### config.mk
export PLATFORM = sky130hd
export DESIGN_NAME = ip1_test2_readback
export DESIGN_NICKNAME = d
export VERILOG_FILES = /design/src/rtl/ip1_test2_readback.sv
export SDC_FILE = /design/constraint.sdc
export NUM_CORES = 1
export LEC_CHECK = 0
export ABC_AREA = 0
export CAP_MARGIN = 30
export CELL_PAD_IN_SITES_DETAIL_PLACEMENT = 0
export CELL_PAD_IN_SITES_GLOBAL_PLACEMENT = 1
export CORE_MARGIN = 2
export CORE_UTILIZATION = 25
export CTS_CLUSTER_DIAMETER = 100
export DETAILED_ROUTE_END_ITERATION = 8
export PLACE_DENSITY = 0.59
export SYNTH_ARGS = -nofsm -noshare
export SYNTH_HDL_FRONTEND = slang
export SYNTH_SLANG_ARGS = --single-unit
export TNS_END_PERCENT = 5
### constraint.sdc
create_clock -name clk -period 7.11 [get_ports clk]
set_input_delay 2.133 -clock clk [delete_from_list [all_inputs] [get_ports clk]]
set_output_delay 2.133 -clock clk [all_outputs]
set_load 0.05 [all_outputs]
### src/rtl/ip1_test2_readback.sv
// rtl/ip1_test2_readback.sv - test2 scan-chain readback: sample, compare, pack into words
module ip1_test2_readback #(
   parameter int WORD_W = 32,
   parameter int CNT_W  = 14
) (
   input  logic              clk,
   input  logic              reset,
   input  logic              enable,
   input  logic [6:0]        clk_counter_fc,
   input  logic [6:0]        sample_phase,
   input  logic              start_re,
   input  logic [CNT_W-1:0]  bit_cnt_max,
   input  logic              sm_testx_i_config_out,
   input  logic              sm_testx_i_expected_bit,
   output logic [WORD_W-1:0] word_data,
   output logic              word_valid,
   input  logic              word_ready,
   output logic [2:0]        rb_state,
   output logic [CNT_W-1:0]  rb_bit_cnt,
   output logic [CNT_W-1:0]  rb_err_cnt,
   output logic [CNT_W-1:0]  rb_first_err_idx,
   output logic              rb_overflow,
   output logic              rb_status_done
);

   // WORD_W is expected to be a power of two so the bit slot is the low counter bits
   localparam int IDX_W = $clog2(WORD_W);

   typedef enum logic [2:0] {
      S_IDLE    = 3'd0,
      S_ARM     = 3'd1,
      S_CAPTURE = 3'd2,
      S_FLUSH   = 3'd3,
      S_DONE    = 3'd4
   } state_t;

   state_t             r_state;
   state_t             w_state_next;
   logic [WORD_W-1:0]  r_acc;
   logic [WORD_W-1:0]  r_word_data;
   logic               r_word_valid;
   logic [CNT_W-1:0]   r_bit_cnt;
   logic [CNT_W-1:0]   r_err_cnt;
   logic [CNT_W-1:0]   r_first_err_idx;
   logic               r_overflow;
   logic               r_status_done;

   logic               w_sample;
   logic [IDX_W-1:0]   w_idx;
   logic [CNT_W-1:0]   w_bit_cnt_inc;
   logic               w_mismatch;
   logic [WORD_W-1:0]  w_acc_next;
   logic               w_word_full;
   logic               w_partial;
   logic               w_can_load;
   logic               w_flush_push;
   logic               w_push;
   logic [WORD_W-1:0]  w_push_data;

   assign w_sample      = (clk_counter_fc == sample_phase);
   assign w_idx         = r_bit_cnt[IDX_W-1:0];
   assign w_bit_cnt_inc = r_bit_cnt + CNT_W'(1);
   assign w_mismatch    = sm_testx_i_config_out ^ sm_testx_i_expected_bit;
   assign w_word_full   = (r_state == S_CAPTURE) && w_sample && (w_idx == IDX_W'(WORD_W - 1));
   assign w_partial     = (w_idx != '0);
   // A new word may load when the output slot is empty or being emptied this cycle
   assign w_can_load    = !r_word_valid || word_ready;
   assign w_flush_push  = (r_state == S_FLUSH) && w_partial && w_can_load;
   assign w_push        = w_word_full || w_flush_push;
   assign w_push_data   = w_word_full ? w_acc_next : r_acc;

   // Accumulator with the current sample dropped into its slot
   always_comb begin
      w_acc_next        = r_acc;
      w_acc_next[w_idx] = sm_testx_i_config_out;
   end

   // State register
   always_ff @(posedge clk) begin
      if (reset) begin
         r_state <= S_IDLE;
      end else begin
         r_state <= w_state_next;
      end
   end

   // Next-state logic; disabling the block parks it in IDLE
   always_comb begin
      w_state_next = r_state;
      case (r_state)
         S_IDLE: begin
            if (start_re) begin
               w_state_next = (bit_cnt_max == '0) ? S_DONE : S_ARM;
            end
         end
         // One sample slot is skipped here to absorb the chain's output latency
         S_ARM: begin
            if (w_sample) begin
               w_state_next = S_CAPTURE;
            end
         end
         S_CAPTURE: begin
            if (w_sample && (w_bit_cnt_inc == bit_cnt_max)) begin
               w_state_next = S_FLUSH;
            end
         end
         S_FLUSH: begin
            if (!w_partial || w_can_load) begin
               w_state_next = S_DONE;
            end
         end
         S_DONE:  w_state_next = S_IDLE;
         default: w_state_next = S_IDLE;
      endcase
      if (!enable) begin
         w_state_next = S_IDLE;
      end
   end

   // Capture datapath: counters, error tracking, word packing and output handshake
   always_ff @(posedge clk) begin
      if (reset) begin
         r_acc           <= '0;
         r_word_data     <= '0;
         r_word_valid    <= 1'b0;
         r_bit_cnt       <= '0;
         r_err_cnt       <= '0;
         r_first_err_idx <= '1;
         r_overflow      <= 1'b0;
         r_status_done   <= 1'b0;
      end else if (enable) begin
         if (r_word_valid && word_ready) begin
            r_word_valid <= 1'b0;
         end
         if (w_push) begin
            if (w_can_load) begin
               r_word_data  <= w_push_data;
               r_word_valid <= 1'b1;
            end else begin
               r_overflow   <= 1'b1;
            end
         end
         case (r_state)
            S_IDLE: begin
               if (start_re) begin
                  r_acc           <= '0;
                  r_word_valid    <= 1'b0;
                  r_bit_cnt       <= '0;
                  r_err_cnt       <= '0;
                  r_first_err_idx <= '1;
                  r_overflow      <= 1'b0;
                  r_status_done   <= 1'b0;
               end
            end
            S_CAPTURE: begin
               if (w_sample) begin
                  r_acc     <= w_word_full ? '0 : w_acc_next;
                  r_bit_cnt <= w_bit_cnt_inc;
                  if (w_mismatch) begin
                     if (r_err_cnt != '1) begin
                        r_err_cnt <= r_err_cnt + CNT_W'(1);
                     end
                     if (r_err_cnt == '0) begin
                        r_first_err_idx <= r_bit_cnt;
                     end
                  end
               end
            end
            S_FLUSH: begin
               if (w_flush_push) begin
                  r_acc <= '0;
               end
            end
            S_DONE:  r_status_done <= 1'b1;
            default: ;
         endcase
      end
   end

   assign word_data        = r_word_data;
   assign word_valid       = r_word_valid;
   assign rb_state         = r_state;
   assign rb_bit_cnt       = r_bit_cnt;
   assign rb_err_cnt       = r_err_cnt;
   assign rb_first_err_idx = r_first_err_idx;
   assign rb_overflow      = r_overflow;
   assign rb_status_done   = r_status_done;

endmodule

==> qor.yml, run 1 <==
tightest_slew_ns: 0.916
die_x_um: 163
relSlewSlack_pct: 38.9
critical_path_required_ns: 7.31
fin_ws_ns: 2.65
nNetsFinal: 866
cts.htree.levels: 3
synth_cell_types: 63
dpl_cell_area_mm2: 0.00767
synth_top_cell_by_area: "dfxtp_1"
worst_hold_path.endpoint: "word_data[5]"
drtAntennaViolNets: 0
postSynthAreaPerCell_um2: 8.49
ios: 115
finalCritPeriodShare_pct: 62.8
r2r_cells: 9
initial_utilization_pct: 25.3
fin_skew_ns: 0.00740
yosysTopAreaCellShare_pct: 35.4
wl_per_cell_um: 16.4
synth_area_mm2: 0.00634
status: "completed"
power_density_mw_per_mm2: 155
grt_usage_pct: 14.5
clk_pin_slew_ns: 0.07
max-vdd-ir-drop_v: 0.000101
area_growth_pct: 25.5
core.rowCount: 58
async_flop_share_pct: 0
die_h_um: 163
hold_path_class: "reg2reg"
fillers: 2697
use_met2_pct: 23.9
rsz0062_at_grt: "false"
cp_max_fo: 45
multi_input_comb_area_mm2: 0.00376
yosysSeqAreaShare_pct: 35.4
max_freq_mhz: 224
grt_pass1_wl_um: 30500
ys_ff_latch: 112
grt_max_degree: 71
synthCells: 747
port_buffers: 114
hpwl_um: 13000
wirelength_um: 19000
clkLatencyLatePin_ns: 0.36
grt_pass1_vias: 5414
synth_ff_type: "dfxtp_1"
busiest_layer: "met2"
hold_depth: 2
dr.pass1.iters: 4
grtUsageMet3_pct: 3.00
hold_start: "word_data[5]"
cts.sinks: 112
vias: 5479
regArea_mm2: 0.00224
cts_buffers: 9
ys_warn_count: 0
drive_above_1_share_pct: 15.5
core_area_mm2: 0.0250
synthTopCellsByCount: "dfxtp_1, nand2_1, nor2_1"
root_buffer: "clkbuf_16"
holdBufCountCts: 0
clockBufferDepth: 2
drt-vias-per-instance: 4.73
synthesis.nets: 789
p_leak_nw: 2.65
rr_endpoint: "rb_state[0]"
drc: 0
overflow: 0
cp-start-kind: "input pin"
r2r_slack_ns: 3.97
synth_edf_count: 0
period_minus_slack_ns: 4.46
maxCapViolCount: 0
r2r-start: "rb_bit_cnt[0]"
crit_arrival_ns: 4.67
fin_area_mm2: 0.00796
post_cts_buffers: 0
gp_congestion: 0.735
post-place-ws_ns: 2.24
drtIter0Drc: 318
crit_type: "in2reg"
antenna_found_initial: 0
synth_area_leaders: "dfxtp_1, mux2_2, nand2_1"
drv_slew: 0
finalHoldViolCount: 0
end_kind: "flip-flop"
die-area_mm2: 0.0267
setup_tns_ns: 0
yosysMostFrequentCell: "dfxtp_1"
finalSetupViolations: 0
cts_tree: "done"
use_met1_pct: 19.4
cts_resized: 0
[per-layer routing]
layer  vias to the layer above  wire length, um  part of all wire [%]
li1                       2790                -                     -
met1                      2560             9170                    48
met2                       116             8760                    46
met3                        13              877                   4.6
met4                         0              182                  0.96
met5                         -                0                     0
[critical path: stages]
cell,delay (ns)
clkdlybuf4s50_1,0.41
xor2_1,0.19
nor4_4,0.53
and4_1,0.30
buf_4,0.48
mux2_2,0.41
nand2_1,0.09
a21oi_1,0.08
[sequential cells by signal, summed over array words and instances, names as in the netlist]
register          cells
r_acc                32
word_data            32
rb_bit_cnt           14
rb_err_cnt           14
rb_first_err_idx     14
rb_state              3
rb_overflow           1
rb_status_done        1
word_valid            1
[layout by cell type (no fill, tap or decap), drive strengths merged, types with 11 or more instances in the layout]
| master | synthesis | final |
|---|---|---|
| a21oi | 59 | 59 |
| a22oi | 22 | 22 |
| buf | 22 | 11 |
| clkdlybuf4s50 | 0 | 113 |
| dfxtp | 112 | 112 |
| mux2 | 44 | 44 |
| mux2i | 29 | 29 |
| nand2 | 107 | 107 |
| nand2b | 22 | 22 |
| nand3 | 15 | 15 |
| nor2 | 92 | 92 |
| nor3 | 30 | 30 |
| nor4 | 13 | 13 |
| o21ai | 14 | 14 |
| xnor2 | 13 | 13 |
| xor2 | 15 | 15 |
[worst max path at each step]
stage	from	to	slack [ns]
finish	sample_phase[6]	word_data[9]	2.65
global route	sample_phase[2]	word_data[29]	2.41
CTS	sample_phase[0]	word_data[1]	2.61
detailed placement	sample_phase[0]	word_data[28]	2.24
global placement	sample_phase[6]	word_data[30]	2.11
floorplan	sample_phase[6]	word_data[30]	3.19
[final cells by class]
class                   count  area share (%)
clock inverters             5           0.739
multi-input cells         569            47.3
well taps                 330            5.19
diodes                      1          0.0314
clock buffers              10            2.88
flip-flops and latches    112            28.2
inverters                   8           0.377
repair buffers            124            15.3
[logic make-up (layout without fill, tap and decap cells)]
kind of cell | count (synthesis) | count (layout) | share of synthesized area, %
buffers and inverters | 66 | 147 | 5.31
other | 0 | 1 | 0
adders and majority gates | 7 | 7 | 1.38
xor gates and xnor gates | 29 | 29 | 4.22
DFF | 112 | 112 | 35.4
AOI/OAI and AO/OA | 148 | 148 | 17.3
muxes | 73 | 73 | 12.4
and+or+nand+nor | 312 | 312 | 24.0
[through the flow]
| stage | power (mW) | util, % | hold slack [ns] | instances |
|---|---|---|---|---|
| 3_3_place_gp | 0.729 | 30.5 | 0.440 | 1140 |
| 6_report | 1.23 | 31.8 | 0.454 | 1159 |
| 4_1_cts | 1.26 | 31.8 | 0.458 | 1158 |
| 5_1_grt | 1.29 | 31.8 | 0.472 | 1158 |
| 2_1_floorplan | 0.691 | - | 0.449 | 747 |
| 3_5_place_dp | 0.730 | 30.6 | 0.444 | 1143 |
[power by group]
| group | internal (mW) | switching, mW | leakage [nW] | total, mW |
|---|---|---|---|---|
| sequential | 0.627 | 0.000997 | 0.902 | 0.628 |
| clock | 0.272 | 0.249 | 0.135 | 0.521 |
| combinational | 0.0335 | 0.0526 | 1.62 | 0.0861 |
(Power assumes the default switching activity.)
==> run 2, diff against run 1 <==
- PLACE_DENSITY: 0.59 -> 0.61
- clock period: 7.11 -> 4.1 ns (I/O delays scaled with it)
==> run 2 against run 1 <==
Effect of this change: count of clock-buffer cells in the layout rose by 3; sequential share of layout area down 0.27 points; via count grew 1.9%; global-route usage up 0.065 points; die area unchanged; utilization is 0.30 points higher; critical endpoint is now word_data[10]; largest cell class unchanged; largest power group unchanged.
==> qor.yml, run 2 (synthesis gave the netlist of run 1 again) <==
cp_max_fo: 45  # unchanged
hold_start: "word_data[1]"
drtAntennaViolNets: 0  # unchanged
initial_utilization_pct: 25.3  # unchanged
r2r_slack_ns: 1.34  # -2.63 ns
fin_skew_ns: 0.00918  # +0.00178 ns
post-place-ws_ns: 0.329  # -1.91 ns
antenna_found_initial: 0  # unchanged
ios: 115  # unchanged
layout_common_cells: "clkdlybuf4s50_1, dfxtp_1, nand2_1, nor2_1, a21oi_1"
grt_max_degree: 59  # -17%
hpwl_um: 12900  # -0.84%
grt_pass1_wl_um: 30600  # +0.54%
diodes: 0  # -1
cts.htree.levels: 3  # unchanged
core_area_mm2: 0.0250  # unchanged
root_buffer: "clkbuf_16"
gp_congestion: 0.768  # +4.5%
setup_tns_ns: 0  # unchanged
fin_ws_ns: 0.718  # -1.93 ns
crit_path_top_delay_cell: "nor4_4"
drive_above_1_share_pct: 16.0  # +0.59 points
drv_slew: 0  # unchanged
power_density_mw_per_mm2: 266  # +72%
status: "completed"
wl_per_cell_um: 16.4  # -0.19%
wirelength_um: 19000  # +0.33%
max_stage_delay_ns: 0.56  # +0.03 ns
rsz0062_at_grt: "false"
die_x_um: 163  # unchanged
overflow: 0  # unchanged
hold_depth: 2  # unchanged
port_buffers: 114  # unchanged
hold_path_class: "reg2reg"
holdBufCountCts: 0  # unchanged
relSlewSlack_pct: 51.7  # +13 points
clockBufferDepth: 2  # unchanged
cp-start-kind: "input pin"
hold_ws_ns: 0.453  # -0.00108 ns
totalPowerFinal_mw: 2.14  # +73%
end_kind: "flip-flop"
rr_endpoint: "r_acc[15]"
core.rowCount: 58  # unchanged
finalSetupViolations: 0  # unchanged
final_cells: 1165  # +0.52%
clkLatencyLatePin_ns: 0.36  # about the same
cts_tree: "done"
tightest_slew_ns: 0.723  # -0.193 ns
worstPathCellList: "clkdlybuf4s50_1 > xor2_1 > nor4_4 > and4_1 > buf_12 > o211ai_1 > buf_4 > nand2_1 > a21oi_1"
worst_hold_path.endpoint: "word_data[1]"
max-vdd-ir-drop_v: 0.000180  # +79%
dr.pass1.iters: 4  # unchanged
grt_pass1_vias: 5459  # +0.83%
area_growth_pct: 26.7
max_freq_mhz: 296
cts_buffers: 9  # unchanged
critical_path_required_ns: 4.31  # -3.00 ns
vias: 5581  # +1.9%
grt_usage_pct: 14.5  # +0.065 points
cts.sinks: 112  # unchanged
r2r-start: "rb_state[1]"
finalCritPeriodShare_pct: 82.5
layout_commonest_cell: "clkdlybuf4s50_1"
maxCapViolCount: 0  # unchanged
finalHoldViolCount: 0  # unchanged
die_h_um: 163  # unchanged
period_minus_slack_ns: 3.38
nNetsFinal: 872  # +0.69%
placedCellCount: 1149  # +0.52%
r2r_cells: 7  # -2
post_cts_buffers: 0  # unchanged
cts_resized: 0  # unchanged
die-area_mm2: 0.0267  # unchanged
crit_arrival_ns: 3.60  # -1.07 ns
p_leak_nw: 2.70  # +1.8%
drc: 0  # unchanged
drt-vias-per-instance: 4.79  # +1.3%
clk_pin_slew_ns: 0.08  # about the same
drtIter0Drc: 330  # +3.8%
crit_type: "in2reg"
[run 2: cell count changes in the layout (fill, tap and decap cells not counted)]
| cell | before | now |
|---|---|---|
| a211o_2 | 1 | 0 |
| buf_4 | 10 | 14 |
| a211o_1 | 0 | 1 |
| clkinvlp_4 | 2 | 0 |
| clkbuf_8 | 0 | 3 |
| buf_8 | 1 | 0 |
| inv_6 | 0 | 2 |
| buf_12 | 0 | 3 |
| bufinv_16 | 1 | 0 |
| diode_2 | 1 | 0 |
| clkinv_4 | 1 | 0 |
[run 2: worst max path at each step]
stage                               start            end  depth (start not counted)
after floorplan           sample_phase[6]  word_data[30]                          8
after global placement    sample_phase[6]   word_data[3]                          9
after detailed placement  sample_phase[6]  word_data[10]                          9
after CTS                 sample_phase[6]  word_data[11]                          9
after global routing      sample_phase[6]  word_data[10]                          9
final                     sample_phase[6]  word_data[10]                          9
[run 2: stage by stage]
step           utilization, %  instance area [um^2]
6_report                 32.1                  8040
5_1_grt                  32.1                  8040
4_1_cts                  32.1                  8040
3_3_place_gp             30.9                  7740
2_1_floorplan               -                  6340
3_5_place_dp             30.9                  7740
[run 2: power breakdown]
| part | internal (mW) | leakage [nW] | switching, mW |
|---|---|---|---|
| Clock | 0.468 | 0.147 | 0.430 |
| Sequential | 1.09 | 0.902 | 0.00166 |
| Combinational | 0.0595 | 1.65 | 0.0925 |
[run 2: final cells by class]
cell class,instances,area [um^2]
fillers,2657,17000
well taps,330,413
multi-input cells,569,3760
inverters,8,30.0
clock inverters,3,22.5
repair buffers,130,1300
clock buffers,13,270
flip-flops and latches,112,2240
[run 2: per-layer routing]
layer  part of all wire, %  up-vias  global-route usage, %
met2                    46      121                   23.7
met5                     0        -                      0
met4                   1.4        0                   3.78
li1                      -     2804                      -
met1                    48     2637                   19.7
met3                   4.2       19                   2.69
[run 2: worst max-delay path, delay by kind of cell]
kind,cells,cell delay [ns]
XOR/XNOR,1,0.19
AO/OA/AOI/OAI,2,0.17
AND/OR/NAND/NOR,3,1.05
buffers and inverters,3,0.93
==> run 3, diff against run 2 <==
- clock period: 4.1 -> 2.85 ns (I/O delays scaled with it)
==> run 3 against run 2 <==
Effect of this change: via count rose by 2.6%; first-iteration DRC count rose by 3.6%; clock skew barely moved; register-to-register slack got worse by 1.1 ns; sequential power rose by 43%; non-clock buffer count rose by 45; routed wire length rose by 1.8%; worst setup slack got worse by 0.62 ns; critical path depth did not move; highest routed layer unchanged; die area did not move; design area rose by 5.6%; largest cell class unchanged.
==> qor.yml, run 3 (synthesis gave the netlist of run 1 again) <==
status: "completed"
overflow: 0  # unchanged
cts_tree: "done"
core_area_mm2: 0.0250  # unchanged
clockBufferDepth: 2  # unchanged
grt_max_degree: 59  # unchanged
cp-start-kind: "input pin"
hold_path_class: "reg2reg"
finalHoldViolCount: 0  # unchanged
nNetsFinal: 917  # +5.2%
wirelength_um: 19400  # +1.8%
die-area_mm2: 0.0267  # unchanged
fin_skew_ns: 0.00904  # -0.000142 ns
diodes: 0  # unchanged
die_x_um: 163  # unchanged
vias: 5726  # +2.6%
crit_arrival_ns: 3.03  # -0.57 ns
grt_pass1_vias: 5444  # -0.27%
finalSetupViolations: 0  # unchanged
cts.htree.levels: 3  # unchanged
drv_slew: 0  # unchanged
antenna_found_initial: 0  # unchanged
die_h_um: 163  # unchanged
wl_per_cell_um: 16.0  # -2.0%
cts_resized: 0  # unchanged
cts_buffers: 9  # unchanged
crit_type: "in2reg"
clkLatencyLatePin_ns: 0.36  # about the same
clk_pin_slew_ns: 0.08  # about the same
rsz0062_at_grt: "false"
drive_above_1_share_pct: 20.7  # +4.6 points
area_growth_pct: 33.9
gp_congestion: 0.747  # -2.8%
holdBufCountCts: 0  # unchanged
root_buffer: "clkbuf_16"
drt-vias-per-instance: 4.73  # -1.2%
hpwl_um: 13500  # +4.6%
max_freq_mhz: 363
dr.pass1.iters: 4  # unchanged
power_density_mw_per_mm2: 360  # +35%
maxCapViolCount: 0  # unchanged
tightest_slew_ns: 0.838  # +0.115 ns
period_minus_slack_ns: 2.75
fin_area_mm2: 0.00849  # +5.6%
grt_usage_pct: 14.4  # -0.15 points
layout_common_cells: "clkdlybuf4s50_1, dfxtp_1, nand2_1, nor2_1, a21oi_1"
totalPowerFinal_mw: 3.06  # +43%
fillers: 2675  # +0.68%
relSlewSlack_pct: 44.1  # -7.6 points
ios: 115  # unchanged
setup_tns_ns: 0  # unchanged
max-vdd-ir-drop_v: 0.000279  # +55%
final_cells: 1210  # +3.9%
drc: 0  # unchanged
critical_path_required_ns: 3.13  # -1.18 ns
drtIter0Drc: 342  # +3.6%
cts.sinks: 112  # unchanged
grt_pass1_wl_um: 30300  # -0.95%
port_buffers: 114  # unchanged
post_cts_buffers: 0  # unchanged
dpl_cell_area_mm2: 0.00819  # +5.7%
placedCellCount: 1193  # +3.8%
finalCritPeriodShare_pct: 96.6
core.rowCount: 58  # unchanged
initial_utilization_pct: 25.3  # unchanged
p_leak_nw: 2.97  # +9.8%
drtAntennaViolNets: 0  # unchanged
end_kind: "flip-flop"
cp_max_fo: 6  # -87%
==> run 3: layer usage <==
metal	GRT usage, %	share of wire [%]	vias up
li1	-	-	2899
met1	19.8	49	2699
met2	23.4	46	120
met3	2.74	4.4	8
met4	2.90	0.56	0
met5	0	0	-
==> run 3: worst paths after layout <==
path	startpoint	end	slack [ns]	depth (start not counted)
max reg2reg	rb_bit_cnt[0]	rb_state[0]	0.28	10
min reg2reg	word_data[4]	word_data[4]	0.45	2
min	word_data[4]	word_data[4]	0.45	2
max	sample_phase[6]	rb_state[0]	0.1	9
==> run 3: final cells by class <==
type | instances | area, um^2 | area share (%)
clock inverter | 7 | 52.6 | 0.619
timing repair buffer | 175 | 1760 | 20.7
tap | 330 | 413 | 4.86
sequential | 112 | 2240 | 26.4
inverter | 8 | 30.0 | 0.354
multi-input combinational | 569 | 3770 | 44.4
clock buffer | 9 | 225 | 2.65
==> run 3: stage by stage <==
step | worst slack (ns) | util (%) | hold slack, ns
global route | 0.0151 | 33.9 | 0.477
detailed placement | -0.351 | 32.7 | 0.446
CTS | 0.0388 | 33.8 | 0.458
finish | 0.0967 | 33.9 | 0.455
floorplan | 0.0376 | - | 0.449
global placement | -0.340 | 32.7 | 0.439
==> run 3: where the power goes <==
| part | internal [mW] | switching, mW |
|---|---|---|
| Sequential | 1.56 | 0.000424 |
| Combinational | 0.108 | 0.142 |
| Clock | 0.603 | 0.639 |
==> run 3: critical path: stages <==
cell and delay, ns:
clkdlybuf4s50_1 0.42, xor2_1 0.19, nor4_4 0.33, buf_12 0.16
nand3_1 0.10, a2111oi_0 0.41, buf_4 0.18, o2111ai_1 0.14
a211oi_1 0.25
